$ cat config.mk
export PLATFORM = sky130hd
export DESIGN_NAME = trace_cycle_sequencer
export DESIGN_NICKNAME = d
export VERILOG_FILES = /design/src/rtl/trace_seq_pkg.sv /design/src/rtl/trace_seq_chk.sv /design/src/rtl/trace_cycle_sequencer.sv
export SDC_FILE = /design/constraint.sdc
export NUM_CORES = 1
export LEC_CHECK = 0
export BUFFER_PORTS_ARGS = -buffer_cell sky130_fd_sc_hd__buf_2
export CAP_MARGIN = 25
export CORE_MARGIN = 10
export CORE_UTILIZATION = 51
export CTS_BUF_LIST = sky130_fd_sc_hd__clkbuf_8 sky130_fd_sc_hd__clkbuf_16
export CTS_CLUSTER_DIAMETER = 120
export DETAILED_ROUTE_END_ITERATION = 12
export PLACE_DENSITY = 0.73
export SETUP_SLACK_MARGIN = 0.4
export SLEW_MARGIN = 20
export SYNTH_ARGS = -nofsm -noshare
export SYNTH_HDL_FRONTEND = slang
export SYNTH_SLANG_ARGS = --single-unit
$ cat constraint.sdc
create_clock -name clk -period 2.09 [get_ports clk]
set_input_delay 0.209 -clock clk [delete_from_list [all_inputs] [get_ports clk]]
set_output_delay 0.209 -clock clk [all_outputs]
set_load 0.05 [all_outputs]
$ cat src/rtl/trace_seq_pkg.sv
// Shared state encoding and parameter defaults for the trace cycle sequencer.
package trace_seq_pkg;

  typedef enum logic [1:0] {
    IDLE  = 2'd0,
    RUN   = 2'd1,
    DRAIN = 2'd2,
    DONE  = 2'd3
  } seq_state_t;

  localparam int DEF_WIDTH       = 32;
  localparam int DEF_FINISH_CYC  = 10;
  localparam int DEF_NUM_CHK     = 4;
  localparam int DEF_CHK_STRIDE  = 2;
  localparam int DEF_ACK_TIMEOUT = 3;
  localparam int DEF_WRAP_MODE   = 0;
  localparam int DEF_SIM_FINISH  = 1;

endpackage

$ cat src/rtl/trace_seq_chk.sv
// One checkpoint channel: fires once per arm at its cycle count, holds the
// request until acked, and flags a timeout when the wait exceeds ACK_TIMEOUT.
module trace_seq_chk
  import trace_seq_pkg::*;
#(
  parameter int WIDTH       = DEF_WIDTH,
  parameter int FIRE_CYC    = DEF_CHK_STRIDE,
  parameter bit ACTIVE      = 1'b1,
  parameter int ACK_TIMEOUT = DEF_ACK_TIMEOUT
) (
  input  logic             clk,
  input  logic             reset,
  input  logic [WIDTH-1:0] cyc,
  input  logic             fire_en,
  input  logic             rearm,
  input  logic             clear,
  input  logic             ack,
  output logic             req,
  output logic             expire
);

  localparam int              TW     = $clog2(ACK_TIMEOUT + 2);
  localparam logic [WIDTH-1:0] FIRE_W = WIDTH'(FIRE_CYC);
  localparam logic [TW-1:0]    LIMIT  = TW'(ACK_TIMEOUT);

  logic          armed_reg;
  logic          req_reg;
  logic [TW-1:0] wait_reg;
  logic          fire;

  // Armed guards against re-firing while cyc is held at FIRE_W with en low.
  assign fire   = ACTIVE && armed_reg && fire_en && (cyc == FIRE_W);
  assign expire = req_reg && !ack && (wait_reg == LIMIT);
  assign req    = req_reg;

  always_ff @(posedge clk or posedge reset) begin
    if (reset) begin
      armed_reg <= 1'b1;
      req_reg   <= 1'b0;
      wait_reg  <= '0;
    end else if (clear) begin
      req_reg  <= 1'b0;
      wait_reg <= '0;
    end else begin
      if (fire) begin
        req_reg  <= 1'b1;
        wait_reg <= '0;
      end else if (req_reg) begin
        if (ack) begin
          req_reg  <= 1'b0;
          wait_reg <= '0;
        end else begin
          wait_reg <= wait_reg + 1'b1;
        end
      end
      if (rearm) armed_reg <= 1'b1;
      else if (fire) armed_reg <= 1'b0;
    end
  end

endmodule

$ cat src/rtl/trace_cycle_sequencer.sv
// Cycle counter with checkpoint requests, ack timeouts and a drain phase
// before completion (or continuous wrapping when WRAP_MODE=1).
module trace_cycle_sequencer
  import trace_seq_pkg::*;
#(
  parameter int WIDTH       = DEF_WIDTH,
  parameter int FINISH_CYC  = DEF_FINISH_CYC,
  parameter int NUM_CHK     = DEF_NUM_CHK,
  parameter int CHK_STRIDE  = DEF_CHK_STRIDE,
  parameter int ACK_TIMEOUT = DEF_ACK_TIMEOUT,
  parameter int WRAP_MODE   = DEF_WRAP_MODE,
  parameter int SIM_FINISH  = DEF_SIM_FINISH
) (
  input  logic               clk,
  input  logic               reset,
  input  logic               en,
  input  logic [NUM_CHK-1:0] chk_ack,
  output logic [WIDTH-1:0]   cyc,
  output logic [NUM_CHK-1:0] chk_req,
  output logic [1:0]         state,
  output logic               done,
  output logic               err
);

  localparam logic [WIDTH-1:0] FINISH_W = WIDTH'(FINISH_CYC);

  generate
    if ((NUM_CHK == 0) || (CHK_STRIDE == 0) ||
        ((WIDTH < 63) && (longint'(FINISH_CYC) >= (longint'(1) << WIDTH)))) begin : g_bad_param
      $error("trace_cycle_sequencer: illegal FINISH_CYC/CHK_STRIDE/NUM_CHK");
    end
  endgenerate

  seq_state_t         state_reg, state_next;
  logic [WIDTH-1:0]   cyc_reg, cyc_next;
  logic               done_reg, done_next;
  logic               err_reg, err_next;
  logic [NUM_CHK-1:0] expire;
  logic               rearm, clear, fire_en, at_finish;

  assign fire_en   = (state_reg == RUN);
  assign at_finish = (cyc_reg == FINISH_W);

  genvar gi;
  generate
    for (gi = 0; gi < NUM_CHK; gi++) begin : g_chk
      trace_seq_chk #(
        .WIDTH      (WIDTH),
        .FIRE_CYC   ((gi + 1) * CHK_STRIDE),
        .ACTIVE     (((gi + 1) * CHK_STRIDE) <= FINISH_CYC),
        .ACK_TIMEOUT(ACK_TIMEOUT)
      ) u_chk (
        .clk    (clk),
        .reset  (reset),
        .cyc    (cyc_reg),
        .fire_en(fire_en),
        .rearm  (rearm),
        .clear  (clear),
        .ack    (chk_ack[gi]),
        .req    (chk_req[gi]),
        .expire (expire[gi])
      );
    end
  endgenerate

  always_comb begin
    state_next = state_reg;
    cyc_next   = cyc_reg;
    done_next  = (WRAP_MODE == 0) ? done_reg : 1'b0;
    err_next   = err_reg;
    rearm      = 1'b0;
    clear      = 1'b0;
    // A timeout anywhere aborts the run before any counting or draining.
    if ((state_reg == RUN || state_reg == DRAIN) && (|expire)) begin
      clear      = 1'b1;
      err_next   = 1'b1;
      done_next  = 1'b0;
      state_next = DONE;
    end else begin
      case (state_reg)
        IDLE: if (en) state_next = RUN;
        RUN: begin
          if (at_finish && (WRAP_MODE == 0)) begin
            state_next = DRAIN;
          end else if (en) begin
            if (at_finish) begin
              cyc_next  = '0;
              done_next = 1'b1;
              rearm     = 1'b1;
            end else begin
              cyc_next = cyc_reg + 1'b1;
            end
          end
        end
        DRAIN: begin
          if ((chk_req & ~chk_ack) == '0) begin
            state_next = DONE;
            done_next  = 1'b1;
          end
        end
        default: ;
      endcase
    end
  end

  always_ff @(posedge clk or posedge reset) begin
    if (reset) begin
      state_reg <= IDLE;
      cyc_reg   <= '0;
      done_reg  <= 1'b0;
      err_reg   <= 1'b0;
    end else begin
      state_reg <= state_next;
      cyc_reg   <= cyc_next;
      done_reg  <= done_next;
      err_reg   <= err_next;
    end
  end

  assign state = state_reg;
  assign cyc   = cyc_reg;
  assign done  = done_reg;
  assign err   = err_reg;

`ifndef SYNTHESIS
  generate
    if (SIM_FINISH != 0) begin : g_sim_finish
      always @(posedge clk) begin
        if (!reset && state_reg == DRAIN && state_next == DONE && !err_next) begin
          $write("*-* All Finished *-*\n");
          $finish;
        end
      end
    end
  endgenerate
`endif

endmodule

==> flow_metrics.env <==
export IMPL_skew_ns=0.00757
export IMPL_post_route_drc_count=0
export IMPL_drt_pre_antenna_iters=4
export IMPL_powerDensity_nw_per_um2=755
export IMPL_hold_viol=0
export IMPL_dr_first_iter_drc_count=170
export IMPL_overflow=0
export IMPL_startpoint="g_chk[2].u_chk.wait_reg[1]$_DFFE_PP0P_"
export IMPL_synth_area_top_cells="dfrtp_1 44%, ha_1 6.4%, xor2_1 4.8%, xnor2_1 4.2%, dfstp_2 3.6%"
export IMPL_intPower_mw=1.87
export IMPL_crit_type="reg -> reg"
export IMPL_via_per_inst=5.56
export IMPL_layout_setup_ws_ns=-0.288
export IMPL_fin_setup_tns_ns=-7.79
export IMPL_synthesis_nets=318
export IMPL_power_mw=3.16
export IMPL_switchingPower_mw=1.29
export IMPL_rows=27
export IMPL_combPwrFrac=0.377
export IMPL_avgSynthCellArea_um2=9.94
export IMPL_grt_total_usage=0.178
export IMPL_maxSlewHeadroom=0.501
export IMPL_rsz0062_at_grt="true"
export IMPL_grt_pass1_wl_um=12900
export IMPL_finalMaxSlewViolations=0
export IMPL_clk_pin_slew_ns=0.10
export IMPL_crit_arrival_ns=2.61
export IMPL_seqCellArea_um2=1420
export IMPL_netlist_top_cells_count="52 x dfrtp_1, 28 x nor2_1, 25 x inv_1, 22 x nand2_1, 16 x xor2_1"
export IMPL_synth_top_area_share=0.442
export IMPL_cp_start_kind="register"
export IMPL_insertion_delay_ns=0.31
export IMPL_multiInputGateArea_um2=1770
export IMPL_syn_inst=296
export IMPL_via_count=2596
export IMPL_netlist_area_um2=2940
export IMPL_finalSetupViolCount=49
export IMPL_whs_ns=0.201
export IMPL_ys_seq_area_frac=0.478
export IMPL_place_ws_ns=-0.333
export IMPL_dp_hpwl_um=5470
export IMPL_fill_cells=373
export IMPL_ir_drop_mv=0.571
export IMPL_io_pins=47
export IMPL_required_ns=2.33
export IMPL_fmax_mhz=421
export IMPL_reg2reg_from="g_chk[2].u_chk.wait_reg[1]$_DFFE_PP0P_"
export IMPL_core_area_um2=5540
export IMPL_status="finished, violations left"
export IMPL_finalCritPeriodShare=1.14
export IMPL_hp_start="chk_ack[0]"
export IMPL_cap_violations=0
export IMPL_async_flop_share=1.00
export IMPL_syn_to_final_growth_pct=42.2
export IMPL_grt_pass1_vias=2675
export IMPL_synthFlopType="dfrtp_1"
export IMPL_hold_path_class="in -> reg"
export IMPL_die_area_um2=9210
export IMPL_final_core_util=0.755
export IMPL_yosys_warnings=0
export IMPL_violations="setup timing"
export IMPL_synth_cell_type_count=43
export IMPL_grt_max_degree=26
export IMPL_ant_nets=0
export IMPL_min_period_ns=2.38
export IMPL_antenna_found_initial=0
export IMPL_synth_seq_cells=56
export IMPL_endpoint_kind="register"
export IMPL_worstMarginPinSlew_ns=0.742
export IMPL_portBuffers=46
export IMPL_synth_edff_count=0
export IMPL_die_w_um=95.9
export IMPL_clkSinkCount=56
export IMPL_wl_per_cell_um=17.7
export IMPL_wl_um=8280
export IMPL_fp_dieH_um=95.9
export IMPL_gp_congestion=0.835
export IMPL_n_antenna_cell=0
export IMPL_cts_path_max_buffers=2
export IMPL_tritoncts="built"
export IMPL_drive_above_1_share=0.441
export IMPL_largest_register_ffs=32
export IMPL_start_util=0.531
export IMPL_htree_levels=2
export IMPL_yosysMostFrequentCell="dfrtp_1"
export IMPL_p_sw_frac=0.407
export IMPL_cts_root_buf="clkbuf_8"
export IMPL_p_seq_frac=0.429
export IMPL_worstPathMaxFanout=5
export IMPL_finalNetCount=416
export IMPL_clkPwrFrac=0.194
export IMPL_leakage_nw=2.09
export IMPL_cts_buffers=5
export IMPL_synth_top_area_cell="dfrtp_1"
==> area by class of cell <==
cell class,count,share of cell area
Clock inverter,2,0.00239
Inverter,25,0.0224
Clock buffer,6,0.0197
Sequential cell,56,0.338
Tap cell,72,0.0215
Multi-Input combinational cell,206,0.423
Timing Repair Buffer,100,0.172
==> metrics by stage <==
stage                     std cells  instance area (um2)
after floorplan                 296                 2990
after global placement          441                 3520
after detailed placement        441                 3520
after CTS                       455                 3840
after global routing            467                 4180
final                           467                 4180
==> cells in the final DEF, fill, tap and decap left out, drive strengths merged, types with 12 or more instances in the layout <==
cell / netlist / routed
nor4: 12 / 12
dfrtp: 52 / 52
xnor2: 14 / 14
ha: 15 / 15
nand2: 22 / 22
nor2: 28 / 28
buf: 6 / 98
nand4: 15 / 15
xor2: 16 / 16
inv: 25 / 25
nor3: 14 / 14
==> kinds of logic (layout without fill, tap and decap cells) <==
logic type / Yosys count / in the layout / synth area share
buffers and inverters: 34 / 133 / 0.0519
adders and majority gates: 15 / 15 / 0.0638
DFF: 56 / 56 / 0.478
xor gates and xnor gates: 30 / 30 / 0.0893
AOI/OAI and AO/OA: 26 / 26 / 0.0604
and+or+nand+nor: 130 / 130 / 0.238
muxes: 5 / 5 / 0.0183
==> critical path: stages (launching register included) <==
cell	delay [ns]
dfrtp_1	0.41
ha_2	0.21
ha_4	0.15
and3b_2	0.21
o41a_1	0.48
or3_4	0.42
buf_6	0.16
nor3_4	0.12
xor2_1	0.16
==> power groups by stage <==
stage	registers (mW)	clock network, mW	logic [mW]
global placement	1.36	0	1.01
detailed placement	1.36	0	1.03
finish	1.35	0.614	1.19
CTS	1.34	0.618	1.11
floorplan	1.66	0	0.435
global route	1.37	0.671	1.27
==> path summary, 6_finish.rpt <==
path	endpoint	slack (ns)	cells past startpoint
min in group asynchronous	err$_DFFE_PP0P_	0.40	3
worst min register to register	g_chk[1].u_chk.armed_reg$_DFFE_PP1P_	0.47	1
worst max register to register	cyc[15]$_DFFE_PP0P_	-0.29	8
worst max-delay path	cyc[15]$_DFFE_PP0P_	-0.29	8
max in group asynchronous	g_chk[3].u_chk.armed_reg$_DFFE_PP1P_	1.00	4
worst min-delay path	g_chk[0].u_chk.wait_reg[1]$_DFFE_PP0P_	0.20	3
==> layer usage <==
| metal | GRT usage | up-vias | wire, um | share of wire |
|---|---|---|---|---|
| met4 | 0.0467 | 0 | 95 | 0.011 |
| met3 | 0.0381 | 9 | 446 | 0.054 |
| li1 | - | 1221 | - | - |
| met5 | 0 | - | 0 | 0 |
| met2 | 0.323 | 69 | 4620 | 0.56 |
| met1 | 0.207 | 1297 | 3120 | 0.38 |
==> timing repair <==
| item | in CTS | in global routing |
|---|---|---|
| endpoints found under the hold margin | 15 | 0 |
| setup endpoints to repair | 56 | 56 |
| buffers inserted | 3 | 11 |
| gates resized for setup | 38 | 50 |
| pin swaps | 12 | 28 |
| hold buffers | 1 | 0 |
| cloned | 2 | 1 |
No activity file was read; power rests on OpenSTA's default activity.
